--- config.mk ---
export PLATFORM = sky130hd
export DESIGN_NAME = csr_access_unit
export DESIGN_NICKNAME = d
export VERILOG_FILES = /design/src/rtl/csr_access_unit.sv
export SDC_FILE = /design/constraint.sdc
export NUM_CORES = 1
export LEC_CHECK = 0
export ABC_AREA = 1
export BUFFER_PORTS_ARGS = -buffer_cell sky130_fd_sc_hd__buf_2
export CORE_AREA = 4 4 217 219
export DETAILED_ROUTE_END_ITERATION = 16
export DIE_AREA = 0 0 221 223
export HOLD_SLACK_MARGIN = 0.15
export PLACE_DENSITY_LB_ADDON = 0.12
export SLEW_MARGIN = 20
export SYNTH_ARGS = -nofsm -noshare
export SYNTH_HDL_FRONTEND = slang
export SYNTH_SLANG_ARGS = --single-unit
export TNS_END_PERCENT = 20
--- constraint.sdc ---
create_clock -name clk -period 1.75 [get_ports clk]
set_input_delay 0.0875 -clock clk [delete_from_list [all_inputs] [get_ports clk]]
set_output_delay 0.0875 -clock clk [all_outputs]
set_load 0.01 [all_outputs]
--- src/rtl/csr_access_unit.sv ---
// Sequences CSRRW/RS/RC, trap entry and MRET against an external CSR file.
// Latency accept->resp_valid: CSR op 3 (illegal CSR 2), TRAP 6, MRET 2, reserved op 1.
// Backpressure: response held until resp_ready; req_ready only in IDLE.
module csr_access_unit (
    input  logic        clk,
    input  logic        reset,
    input  logic        req_valid,
    output logic        req_ready,
    input  logic [2:0]  req_op,
    input  logic [11:0] req_csr,
    input  logic [63:0] req_src,
    input  logic [63:0] req_pc,
    input  logic [63:0] req_cause,
    input  logic [63:0] req_tval,
    output logic        resp_valid,
    input  logic        resp_ready,
    output logic [63:0] resp_rdata,
    output logic        resp_redirect,
    output logic [63:0] resp_pc,
    output logic        resp_illegal,
    output logic [11:0] csr_ra,
    input  logic [63:0] csr_rd,
    output logic        csr_wvalid,
    output logic [11:0] csr_wa,
    output logic [63:0] csr_wd,
    output logic        csr_is_mret
);

    localparam logic [3:0] S_IDLE    = 4'd0;
    localparam logic [3:0] S_RD      = 4'd1;
    localparam logic [3:0] S_WR      = 4'd2;
    localparam logic [3:0] S_T_EPC   = 4'd3;
    localparam logic [3:0] S_T_CAUSE = 4'd4;
    localparam logic [3:0] S_T_TVAL  = 4'd5;
    localparam logic [3:0] S_T_STAT  = 4'd6;
    localparam logic [3:0] S_T_VEC   = 4'd7;
    localparam logic [3:0] S_M_RET   = 4'd8;
    localparam logic [3:0] S_RESP    = 4'd9;

    localparam logic [2:0] OP_RW   = 3'd0;
    localparam logic [2:0] OP_RS   = 3'd1;
    localparam logic [2:0] OP_RC   = 3'd2;
    localparam logic [2:0] OP_TRAP = 3'd3;
    localparam logic [2:0] OP_MRET = 3'd4;

    localparam logic [11:0] A_MSTATUS  = 12'h300;
    localparam logic [11:0] A_MIE      = 12'h304;
    localparam logic [11:0] A_MTVEC    = 12'h305;
    localparam logic [11:0] A_MSCRATCH = 12'h340;
    localparam logic [11:0] A_MEPC     = 12'h341;
    localparam logic [11:0] A_MCAUSE   = 12'h342;
    localparam logic [11:0] A_MTVAL    = 12'h343;
    localparam logic [11:0] A_MIP      = 12'h344;
    localparam logic [11:0] A_MCYCLE   = 12'hB00;

    logic [3:0]  state, state_d;
    logic        live;
    logic [2:0]  op_q;
    logic [11:0] csr_q;
    logic [63:0] src_q, pc_q, cause_q, tval_q;
    logic [63:0] old_q, tgt_q;
    logic        illegal_q, redirect_q;
    logic [63:0] new_val, stat_new;
    logic        accept, csr_ok;

    function automatic logic csr_supported(input logic [11:0] a);
        case (a)
            A_MSTATUS, A_MIE, A_MTVEC, A_MSCRATCH, A_MEPC,
            A_MCAUSE, A_MTVAL, A_MIP, A_MCYCLE: csr_supported = 1'b1;
            default:                            csr_supported = 1'b0;
        endcase
    endfunction

    // live holds req_ready low until the first edge after reset release
    assign req_ready = live && (state == S_IDLE);
    assign accept    = req_valid && req_ready;
    assign csr_ok    = csr_supported(csr_q);

    assign resp_valid    = (state == S_RESP);
    assign resp_rdata    = resp_valid ? old_q : 64'd0;
    assign resp_pc       = resp_valid ? tgt_q : 64'd0;
    assign resp_redirect = resp_valid && redirect_q;
    assign resp_illegal  = resp_valid && illegal_q;

    always_comb begin
        state_d     = state;
        csr_ra      = 12'd0;
        csr_wvalid  = 1'b0;
        csr_wa      = 12'd0;
        csr_wd      = 64'd0;
        csr_is_mret = 1'b0;

        case (op_q)
            OP_RS:   new_val = old_q | src_q;
            OP_RC:   new_val = old_q & ~src_q;
            default: new_val = src_q;
        endcase

        // Trap entry: MPIE <= MIE, MIE <= 0, MPP <= M-mode
        stat_new        = csr_rd;
        stat_new[7]     = csr_rd[3];
        stat_new[3]     = 1'b0;
        stat_new[12:11] = 2'b11;

        case (state)
            S_IDLE: begin
                if (accept) begin
                    case (req_op)
                        OP_RW, OP_RS, OP_RC: state_d = S_RD;
                        OP_TRAP:             state_d = S_T_EPC;
                        OP_MRET:             state_d = S_M_RET;
                        default:             state_d = S_RESP;
                    endcase
                end
            end
            S_RD: begin
                csr_ra  = csr_q;
                state_d = csr_ok ? S_WR : S_RESP;
            end
            S_WR: begin
                csr_wvalid = (op_q == OP_RW) || (src_q != 64'd0);
                csr_wa     = csr_q;
                csr_wd     = new_val;
                state_d    = S_RESP;
            end
            S_T_EPC: begin
                csr_wvalid = 1'b1;
                csr_wa     = A_MEPC;
                csr_wd     = pc_q;
                state_d    = S_T_CAUSE;
            end
            S_T_CAUSE: begin
                csr_wvalid = 1'b1;
                csr_wa     = A_MCAUSE;
                csr_wd     = cause_q;
                state_d    = S_T_TVAL;
            end
            S_T_TVAL: begin
                csr_wvalid = 1'b1;
                csr_wa     = A_MTVAL;
                csr_wd     = tval_q;
                state_d    = S_T_STAT;
            end
            S_T_STAT: begin
                csr_ra     = A_MSTATUS;
                csr_wvalid = 1'b1;
                csr_wa     = A_MSTATUS;
                csr_wd     = stat_new;
                state_d    = S_T_VEC;
            end
            S_T_VEC: begin
                csr_ra  = A_MTVEC;
                state_d = S_RESP;
            end
            S_M_RET: begin
                csr_ra      = A_MEPC;
                csr_is_mret = 1'b1;
                state_d     = S_RESP;
            end
            S_RESP: begin
                if (resp_ready) state_d = S_IDLE;
            end
            default: state_d = S_IDLE;
        endcase
    end

    always_ff @(posedge clk or negedge reset) begin
        if (!reset) begin
            state      <= S_IDLE;
            live       <= 1'b0;
            op_q       <= 3'd0;
            csr_q      <= 12'd0;
            src_q      <= 64'd0;
            pc_q       <= 64'd0;
            cause_q    <= 64'd0;
            tval_q     <= 64'd0;
            old_q      <= 64'd0;
            tgt_q      <= 64'd0;
            illegal_q  <= 1'b0;
            redirect_q <= 1'b0;
        end else begin
            live  <= 1'b1;
            state <= state_d;
            case (state)
                S_IDLE: begin
                    if (accept) begin
                        op_q       <= req_op;
                        csr_q      <= req_csr;
                        src_q      <= req_src;
                        pc_q       <= req_pc;
                        cause_q    <= req_cause;
                        tval_q     <= req_tval;
                        old_q      <= 64'd0;
                        tgt_q      <= 64'd0;
                        redirect_q <= 1'b0;
                        illegal_q  <= (req_op > OP_MRET);
                    end
                end
                S_RD: begin
                    if (csr_ok) old_q     <= csr_rd;
                    else        illegal_q <= 1'b1;
                end
                S_T_VEC: begin
                    tgt_q      <= {csr_rd[63:2], 2'b00};
                    redirect_q <= 1'b1;
                end
                S_M_RET: begin
                    tgt_q      <= csr_rd;
                    redirect_q <= 1'b1;
                end
                default: ;
            endcase
        end
    end

endmodule
### After elaboration in Yosys (flattened, before gate mapping)

Index checks and enable logic that the tools add are counted.

| word-level totals | value |
|---|---|
| register bits after elaboration | 406 |
| latch bits | 0 |
| bits in writable memories | 0 |
| ROM bits | 0 |
| input port bits | 339 |
| output and inout port bits | 222 |
| word-level logic and storage cells | 90 |
| memories | 0 |

| cells by class | value |
|---|---|
| $add $sub $neg | 0 |
| $mul | 0 |
| divide/modulo/power cells | 0 |
| order comparisons | 1 |
| equal/unequal tests | 28 |
| shift operators | 0 |
| multiplexer cells | 23 |
| bitwise logic cells | 3 |
| reduce and logical (&&, ||, !) cells | 23 |

Operators with widths:

| operator | count |
|---|---|
| case mux 64 bit (5 select lines) | 1 |
| 2-to-1 mux 64 bit | 4 |
| case mux 64 bit (2 select lines) | 2 |
| case mux 64 bit (3 select lines) | 1 |
| equality test 12 x 10 -> 1 bit (second input constant) | 8 |
| AND 64 bit | 1 |
| NOT 64 bit | 1 |
| OR 64 bit | 1 |
| nonzero test 64 bit | 1 |
| case mux 12 bit (5 select lines) | 1 |
| case mux 12 bit (4 select lines) | 1 |
| case mux 4 bit (8 select lines) | 1 |
| equality test 4 x 3 -> 1 bit (second input constant) | 4 |
| equality test 12 bit (second input constant) | 1 |
| 2-to-1 mux 4 bit | 3 |
| case mux 4 bit (3 select lines) | 1 |
| equality test 3 x 2 -> 1 bit (second input constant) | 3 |
| OR reduction 9 bit | 1 |
| equality test 4 x 2 -> 1 bit (second input constant) | 2 |
| equality test 4 bit (second input constant) | 2 |
| AND reduction 2 bit | 4 |
| equality test 3 x 1 -> 1 bit (second input constant) | 2 |
| zero test 3 bit | 2 |
| inequality test 2 bit (second input constant) | 3 |
| 15 further kinds | 27 |

### Logic depth before layout (Yosys ltp)

Gate-level depths: netlist of the first run.

| logic depth | value |
|---|---|
| word-level depth | 5 |
| mapped depth | 11 |
| depth with buffers taken out | 11 |

### Least setup slack after synthesis of the first run

No wires, ideal clock.

| timing | value |
|---|---|
| path type | register to output |
| from | register state[0] |
| to | output port resp_pc[0] |
| arrival time | 1.504 ns |
| data required time | 1.662 ns |
| slack | 0.158 ns |
| cell stages (with the launch flop) | 9 |
| cell sequence | dfrtp_1 inv_2 nor2_1 inv_1 nor3_2 inv_2 clkbuf_1 clkbuf_1 nor2_1 |

| on the way | value |
|---|---|
| longest elaborated chain between the ends | 2 |

RTL lines:

| element | line | text |
|---|---|---|
| start, declared | 56 | `logic [3:0] state, state_d;` |
| start signal, assigned | 183 | `state <= state_d;` |
| equality test 4 bit | 79 | `assign resp_valid = (state == S_RESP);` |
| net resp_valid | 15 | `output logic resp_valid,` |
| 2-to-1 mux 64 bit | 81 | `assign resp_pc = resp_valid ? tgt_q : 64'd0;` |
| end, declared | 19 | `output logic [63:0] resp_pc,` |

The timed path passes the listed nets, and every way through them passes these cells.

### Worst setup path after layout of the first run

| timing | value |
|---|---|
| from | register state[0] |
| to | output port resp_pc[62] |

| on the way | value |
|---|---|
| longest elaborated chain between the ends | 2 |

RTL lines:

| element | line |
|---|---|
| equality test 4 bit | 79 |
| 2-to-1 mux 64 bit | 81 |

Every way passes these cells.

==> impl_metrics.sql, run 1 <==
INSERT INTO impl_metrics (metric_group, metric, value, unit) VALUES
('status', 'status', 'finished with violations', ''),
('status', 'failed_checks', 'setup timing', ''),
('cells_and_area', 'fillCellCount', '3595', ''),
('drt', 'dr.pass1.iters', '9', ''),
('timing', 'skew', '0.0276', 'ns'),
('job', 'max_cap_violations', '0', ''),
('floorplan', 'die_width', '221', 'µm'),
('logic_synthesis', 'ys_seq_area_share', '51.2', '%'),
('timing', 'relSlewSlack', '64.5', '%'),
('critical_path', 'critPathRequiredTime', '1.66', 'ns'),
('place', 'buffer_ports.inserted', '560', ''),
('drt', 'postRouteAntennaNets', '0', ''),
('timing', 'hold_viol_final', '0', ''),
('critical_path', 'timing.critical_path.to_type', 'primary output', ''),
('timing', 'tightestPinTransition', '0.532', 'ns'),
('logic_synthesis', 'yosys_register_bits', '406', ''),
('drt', 'detail_routed_net_length_per_standard_cell', '21.5', 'µm'),
('timing', 'worst_slack', '-0.628', 'ns'),
('clock_network', 'max-clock-path-buffers', '3', ''),
('critical_path', 'crit_arrival', '2.29', 'ns'),
('cells_and_area', 'regArea', '0.0102', 'mm²'),
('timing', 'min_period_over_period', '136', '%'),
('timing', 'totalNegativeSetupSlack', '-162.24', 'ns'),
('floorplan', 'io_pins', '561', ''),
('power_and_ir_drop', 'cell_pwr_density', '1460', 'mW/mm²'),
('floorplan', 'floorplan.initialDensity', '44.0', '%'),
('cells_and_area', 'fin_cells', '4276', ''),
('timing', 'fin_crit', '2.38', 'ns'),
('global_route', 'grt_max_degree', '68', ''),
('place', 'placement.setup.worst_slack', '-0.106', 'ns'),
('power_and_ir_drop', 'power.static_leakage', '16.3', 'nW'),
('timing', 'rsz0062_at_grt', 'yes', ''),
('logic_synthesis', 'syn_area', '0.0198', 'mm²'),
('power_and_ir_drop', 'design_power_total', '45.6', 'mW'),
('cells_and_area', 'layout-drive-gt1-share', '28.0', '%'),
('clock_network', 'number_of_buffers_created_by_cts', '46', ''),
('clock_network', 'h-tree-depth', '2', ''),
('floorplan', 'die_h', '223', 'µm'),
('place', 'numPlacedInstances', '3794', ''),
('floorplan', 'std_cell_rows', '78', ''),
('floorplan', 'dieArea', '0.0493', 'mm²'),
('drt', 'dr_total_vias', '23123', ''),
('global_route', 'via_count_of_the_first_global_routing_pass', '23008', ''),
('global_route', 'grt.total_usage', '34.6', '%'),
('clock_network', 'clk_latency', '0.58', 'ns'),
('timing', 'finalHoldWorstSlack', '0.234', 'ns'),
('place', 'post_dp_cell_area', '0.0243', 'mm²'),
('critical_path', 'start_kind', 'flip-flop', ''),
('clock_network', 'cts.clk_slew.worst_paths', '0.06', 'ns'),
('logic_synthesis', 'postSynthNetCount', '3013', ''),
('drt', 'drt-vias-per-instance', '5.41', ''),
('global_route', 'grt_first_pass_wirelength', '135', 'mm'),
('power_and_ir_drop', 'vdd.ir_drop.worst', '1210', 'µV'),
('timing', 'max_slew_violations', '0', ''),
('logic_synthesis', 'synthCells', '2674', ''),
('critical_path', 'crit_type', 'reg2out', ''),
('drt', 'drt_wl_total', '92.1', 'mm'),
('place', 'dp_hpwl', '59.6', 'mm'),
('global_route', 'gr-total-overflow', '0', ''),
('drt', 'detail_route.drc_violations', '0', ''),
('logic_synthesis', 'postSynthAreaPerCell', '7.42', 'µm²'),
('cells_and_area', 'finish.instance_area', '0.0313', 'mm²'),
('clock_network', 'cts-root-buf', 'sky130_fd_sc_hd__clkbuf_16', ''),
('cells_and_area', 'multi_input_comb_area', '0.00877', 'mm²'),
('floorplan', 'design.core.area', '0.0451', 'mm²'),
('critical_path', 'cp_max_fo', '33', ''),
('drt', 'first_iter_violations', '2440', ''),
('logic_synthesis', 'yosys_warnings', '0', ''),
('clock_network', 'tritoncts', 'built', ''),
('timing', 'final-setup-viol-count', '601', ''),
('global_route', 'number_of_antenna_violations_at_the_first_check_in_global_routing', '10', ''),
('timing', 'clock.fmax', '421', 'MHz'),
('cells_and_area', 'area.growth.synth_to_final', '57.5', '%'),
('hold_path', 'timing.hold.worst.class', 'in2async', ''),
('place', 'gp_congestion', '0.966', ''),
('logic_synthesis', 'number_of_unique_standard_cell_types_used_by_synthesis', '28', ''),
('cells_and_area', 'design.final.nets', '3968', ''),
('clock_network', 'clock_sink_count', '406', ''),
('cells_and_area', 'utilization', '69.3', '%');
==> synthesized netlist by cell type (all sizes together) <==
| master | instances | area share, % |
|---|---|---|
| a22o | 1 | 0.044 |
| a21oi | 30 | 0.76 |
| nor3 | 6 | 0.23 |
| a211oi | 26 | 0.98 |
| inv | 326 | 6.2 |
| o21ai | 219 | 5.5 |
| conb | 1 | 0.019 |
| nand2 | 951 | 18 |
| o211ai | 51 | 1.9 |
| nand4 | 10 | 0.32 |
| o22ai | 88 | 2.8 |
| nor2 | 305 | 5.8 |
| clkinv | 1 | 0.019 |
| dfrtp | 406 | 51 |
| buf | 94 | 2.5 |
| a31oi | 1 | 0.032 |
| clkbuf | 64 | 1.2 |
| nand3 | 94 | 2.4 |
==> layer usage <==
metal	wire length, µm	GRT usage [%]	up-vias
met3	8710	7.39	313
met4	4920	15.4	2
met2	43100	55.8	1474
met1	35300	45.3	11054
li1	-	-	10280
met5	13	0	-
==> flip-flops by register name, summed over array words and instances, names as in the netlist, 4 cells and up <==
| register | count |
|---|---|
| pc_q | 64 |
| src_q | 64 |
| tgt_q | 64 |
| csr_q | 12 |
| cause_q | 64 |
| old_q | 64 |
| tval_q | 64 |
| state | 4 |
==> logic make-up (layout without fill, tap and decap cells) <==
logic type,count (synthesis),after routing,synth area share (%)
buf+inv,485,1475,9.91
other cells,1,13,0.0189
compound gates,416,416,12.0
flops,406,406,51.2
simple gates,1366,1366,26.8
==> placed cells by master (no fill, tap or decap), types with 54 or more instances in the layout <==
cell	netlist	layout
sky130_fd_sc_hd__dlygate4sd3_1	0	338
sky130_fd_sc_hd__o22ai_1	88	71
sky130_fd_sc_hd__o21ai_0	152	83
sky130_fd_sc_hd__dfrtp_1	406	401
sky130_fd_sc_hd__nand2_1	947	912
sky130_fd_sc_hd__nor2_2	3	54
sky130_fd_sc_hd__nor2_1	301	206
sky130_fd_sc_hd__o21ai_1	67	117
sky130_fd_sc_hd__clkbuf_16	0	58
sky130_fd_sc_hd__inv_1	317	312
sky130_fd_sc_hd__buf_4	9	80
sky130_fd_sc_hd__nand3_1	93	89
sky130_fd_sc_hd__buf_2	83	526
sky130_fd_sc_hd__buf_12	0	56
==> cell type report <==
type	count	area share [%]
Sequential cell	406	32.5
Multi-Input combinational cell	1783	28.0
Timing Repair Buffer	1065	27.9
Clock buffer	66	4.41
Inverter	327	4.08
Tap cell	600	2.40
Clock inverter	17	0.532
Antenna cell	12	0.0961
==> power breakdown <==
part / internal (mW) / leakage, nW / switching, mW
registers: 13.6 / 5.12 / 2.16
logic: 7.23 / 10.4 / 12.7
clock network: 5.90 / 0.774 / 4.05
==> critical path: stages, from the launching register on <==
cell,delay [ns]
sky130_fd_sc_hd__dfrtp_2,0.47
sky130_fd_sc_hd__inv_4,0.08
sky130_fd_sc_hd__nor2_4,0.15
sky130_fd_sc_hd__inv_2,0.08
sky130_fd_sc_hd__nor3_2,0.12
sky130_fd_sc_hd__buf_4,0.17
sky130_fd_sc_hd__inv_8,0.08
sky130_fd_sc_hd__buf_12,0.18
sky130_fd_sc_hd__nor2_2,0.16
sky130_fd_sc_hd__buf_2,0.16
==> path summary, 6_finish.rpt <==
path,slack (ns),endpoint,depth (start not counted),start
setup / recovery,-0.63,resp_pc[62],9,state[0]
hold / removal,0.23,tgt_q[15],3,reset
setup reg to reg,-0.28,old_q[41],12,state[0]
hold reg to reg,0.47,old_q[10],2,old_q[10]
max in group asynchronous,1.05,state[2],3,reset
min in group clk,0.24,tval_q[34],4,req_tval[34]
==> repair_timing <==
item / 4_1_cts / 5_1_grt
buffers inserted: 17 / 20
hold buffers: 339 / 0
endpoints found under the hold margin: 809 / 0
resized for setup: 164 / 264
pin swaps: 29 / 30
cloned: 3 / 12
setup endpoints to repair: 266 / 595
Note: power is estimated with default switching activity, not from simulation.
==> run 2: changes to the inputs <==
--- a/config.mk
+++ b/config.mk
@@ -7,9 +7,9 @@
 export LEC_CHECK = 0
 export ABC_AREA = 1
 export BUFFER_PORTS_ARGS = -buffer_cell sky130_fd_sc_hd__buf_2
-export CORE_AREA = 4 4 217 219
+export CORE_AREA = 4 4 215 217
 export DETAILED_ROUTE_END_ITERATION = 16
-export DIE_AREA = 0 0 221 223
+export DIE_AREA = 0 0 219 221
 export HOLD_SLACK_MARGIN = 0.15
 export PLACE_DENSITY_LB_ADDON = 0.12
 export SLEW_MARGIN = 20
==> constraint.sdc (replaced) <==
create_clock -name clk -period 2.1 [get_ports clk]
set_input_delay 0.105 -clock clk [delete_from_list [all_inputs] [get_ports clk]]
set_output_delay 0.105 -clock clk [all_outputs]
set_load 0.01 [all_outputs]
==> run 2 against run 1 <==
Highest routed layer unchanged; critical path type unchanged; the flow still finishes with violations (setup timing); final cell count is 0.35% lower; wire length is 2.4% higher; sequential power is 17% lower.
==> impl_metrics.sql, run 2 (same netlist as run 1, synthesis figures left out) <==
INSERT INTO impl_metrics (metric_group, metric, value, unit) VALUES
('global_route', 'via_count_of_the_first_global_routing_pass', '23088', ''),
('global_route', 'grt_max_degree', '74', ''),
('timing', 'finalHoldWorstSlack', '0.266', 'ns'),
('global_route', 'grt_first_pass_wirelength', '137', 'mm'),
('place', 'buffer_ports.inserted', '560', ''),
('place', 'placement.setup.worst_slack', '0.162', 'ns'),
('power_and_ir_drop', 'clock_power_share', '20.7', '%'),
('drt', 'first_iter_violations', '2563', ''),
('clock_network', 'h-tree-depth', '2', ''),
('power_and_ir_drop', 'swShare', '42.1', '%'),
('power_and_ir_drop', 'combPwrFrac', '46.1', '%'),
('clock_network', 'clock_sink_count', '406', ''),
('clock_network', 'clk_latency', '0.58', 'ns'),
('timing', 'relSlewSlack', '41.8', '%'),
('cells_and_area', 'fin_cells', '4261', ''),
('clock_network', 'number_of_buffers_created_by_cts', '46', ''),
('hold_path', 'timing.hold.worst.class', 'in2reg', ''),
('place', 'dp_hpwl', '59.2', 'mm'),
('power_and_ir_drop', 'power.internal', '22.8', 'mW'),
('timing', 'rsz0062_at_grt', 'yes', ''),
('critical_path', 'cp_max_fo', '5', ''),
('timing', 'max_slew_violations', '0', ''),
('cells_and_area', 'multi_input_comb_area', '0.00892', 'mm²'),
('timing', 'tightestPinTransition', '0.873', 'ns'),
('timing', 'final-setup-viol-count', '216', ''),
('floorplan', 'io_pins', '561', ''),
('global_route', 'grt.total_usage', '36.7', '%'),
('timing', 'clock.fmax', '422', 'MHz'),
('cells_and_area', 'most_common_library_cell_in_the_layout_ignoring_fill_and_taps', 'sky130_fd_sc_hd__nand2_1', ''),
('critical_path', 'crit_type', 'reg2out', ''),
('global_route', 'number_of_antenna_violations_at_the_first_check_in_global_routing', '16', ''),
('power_and_ir_drop', 'cell_pwr_density', '1250', 'mW/mm²'),
('status', 'status', 'finished with violations', ''),
('timing', 'fin_crit', '2.37', 'ns'),
('cells_and_area', 'area.growth.synth_to_final', '59.3', '%'),
('cells_and_area', 'fillCellCount', '3368', ''),
('critical_path', 'critical_path.top_delay_family', 'simple AND/OR/NAND/NOR gates', ''),
('power_and_ir_drop', 'seq_power_share', '33.2', '%'),
('drt', 'dr_total_vias', '23117', ''),
('timing', 'min_period_over_period', '113', '%'),
('critical_path', 'critPathRequiredTime', '2.00', 'ns'),
('cells_and_area', 'layout-drive-gt1-share', '28.3', '%'),
('drt', 'drt-vias-per-instance', '5.43', ''),
('floorplan', 'design.core.area', '0.0441', 'mm²'),
('clock_network', 'cts-root-buf', 'sky130_fd_sc_hd__clkbuf_16', ''),
('drt', 'drt_wl_total', '94.2', 'mm'),
('power_and_ir_drop', 'power.static_leakage', '16.2', 'nW'),
('critical_path', 'path_cells', 'buf_4 -> nor3_2 -> nor2_4 -> nand2_1 -> inv_1 -> o21ai_0 -> buf_2', ''),
('drt', 'postRouteAntennaNets', '0', ''),
('critical_path', 'crit_path_max_incr_delay', '0.47', 'ns'),
('power_and_ir_drop', 'vdd.ir_drop.worst', '961', 'µV'),
('cells_and_area', 'regArea', '0.0102', 'mm²'),
('critical_path', 'start_kind', 'flip-flop', ''),
('timing', 'totalNegativeSetupSlack', '-36.40', 'ns'),
('global_route', 'gr-total-overflow', '0', ''),
('floorplan', 'die_width', '219', 'µm'),
('status', 'failed_checks', 'setup timing', ''),
('critical_path', 'timing.critical_path.to_type', 'primary output', ''),
('timing', 'hold_viol_final', '0', ''),
('place', 'gp_congestion', '0.947', ''),
('clock_network', 'max-clock-path-buffers', '3', ''),
('floorplan', 'std_cell_rows', '77', ''),
('timing', 'skew', '0.0124', 'ns'),
('timing', 'worst_slack', '-0.267', 'ns'),
('floorplan', 'dieArea', '0.0484', 'mm²'),
('drt', 'detail_routed_net_length_per_standard_cell', '22.1', 'µm'),
('floorplan', 'floorplan.initialDensity', '45.0', '%'),
('clock_network', 'tritoncts', 'built', ''),
('floorplan', 'die_h', '221', 'µm'),
('cells_and_area', 'highest_count_cells_in_the_layout_ignoring_fill_and_taps', '929 x sky130_fd_sc_hd__nand2_1, 475 x sky130_fd_sc_hd__buf_2, 399 x sky130_fd_sc_hd__dfrtp_1', ''),
('critical_path', 'cp_num_buf_inv', '3', ''),
('place', 'numPlacedInstances', '3755', ''),
('drt', 'detail_route.drc_violations', '0', ''),
('clock_network', 'cts.clk_slew.worst_paths', '0.06', 'ns'),
('critical_path', 'crit_path_top_delay_cell', 'sky130_fd_sc_hd__dfrtp_2', ''),
('power_and_ir_drop', 'switching_power', '16.6', 'mW'),
('cells_and_area', 'design.final.nets', '3958', ''),
('job', 'max_cap_violations', '0', ''),
('critical_path', 'crit_arrival', '2.26', 'ns'),
('drt', 'dr.pass1.iters', '6', '');
run 2: cell types whose count changed in the layout (fill, tap and decap cells not counted), moves of 13 or more:
cell and delta:
sky130_fd_sc_hd__nand2_2 -13, sky130_fd_sc_hd__o21ai_2 +19, sky130_fd_sc_hd__buf_2 -51, sky130_fd_sc_hd__buf_12 -15, sky130_fd_sc_hd__nand2_1 +17, sky130_fd_sc_hd__nor2_4 +42, sky130_fd_sc_hd__buf_6 +52, sky130_fd_sc_hd__nor2_1 -47
run 2: final timing paths:
| path | to | slack, ns | depth (start not counted) | from |
|---|---|---|---|---|
| worst min register to register | old_q[62] | 0.47 | 2 | old_q[62] |
| max in group asynchronous | src_q[12] | 0.49 | 4 | reset |
| worst min-delay path | pc_q[32] | 0.27 | 4 | req_pc[32] |
| worst max register to register | cause_q[7] | -0.04 | 9 | state[2] |
| min in group asynchronous | tgt_q[22] | 0.66 | 3 | reset |
| worst max-delay path | csr_ra[8] | -0.27 | 7 | state[2] |
run 2: area by class of cell:
| class | count | share of cell area [%] |
|---|---|---|
| Clock inverter | 10 | 0.408 |
| Multi-Input combinational cell | 1783 | 28.2 |
| Timing Repair Buffer | 1053 | 28.2 |
| Clock buffer | 72 | 4.33 |
| Inverter | 327 | 4.13 |
| Timing Repair inverter | 2 | 0.0792 |
| Tap cell | 592 | 2.34 |
| Antenna cell | 16 | 0.127 |
| Sequential cell | 406 | 32.2 |
run 2: power groups by stage:
stage,Clock (mW),Combinational (mW),Sequential (mW)
2_1_floorplan,0,8.19,12.6
3_3_place_gp,0,12.8,12.9
3_5_place_dp,0,13.1,13.0
4_1_cts,8.21,16.1,12.9
5_1_grt,8.56,19.5,13.4
6_report,8.18,18.2,13.1
run 2: tightest hold or removal path, stage by stage:
cell and delay, ns:
sky130_fd_sc_hd__dlygate4sd3_1 0.51, sky130_fd_sc_hd__buf_2 0.09, sky130_fd_sc_hd__nand2_1 0.04, sky130_fd_sc_hd__nand2_1 0.05
run 2: timing repair:
| item | CTS | global route |
|---|---|---|
| hold endpoints to repair | 809 | 0 |
| gates cloned | 15 | 10 |
| setup buffers | 23 | 12 |
| hold buffers | 349 | 0 |
| resized for setup | 310 | 258 |
| setup endpoints to repair | 214 | 285 |
| pin swaps | 20 | 32 |
run 2: through the flow:
stage | instance area, µm² | total power, mW | util, %
2_1_floorplan | 19800 | 20.7 | -
3_3_place_gp | 23800 | 25.7 | 54.0
3_5_place_dp | 23800 | 26.1 | 54.0
4_1_cts | 30300 | 37.2 | 68.7
5_1_grt | 31600 | 41.4 | 71.6
6_report | 31600 | 39.4 | 71.6
run 2: layer usage:
layer  GRT usage (%)  routed length, µm  up-vias
met1            49.0              36200    11050
li1                -                  -    10283
met4            18.1               5360        4
met3            6.93               9270      325
met5               0                 24        -
met2            57.6              43300     1455
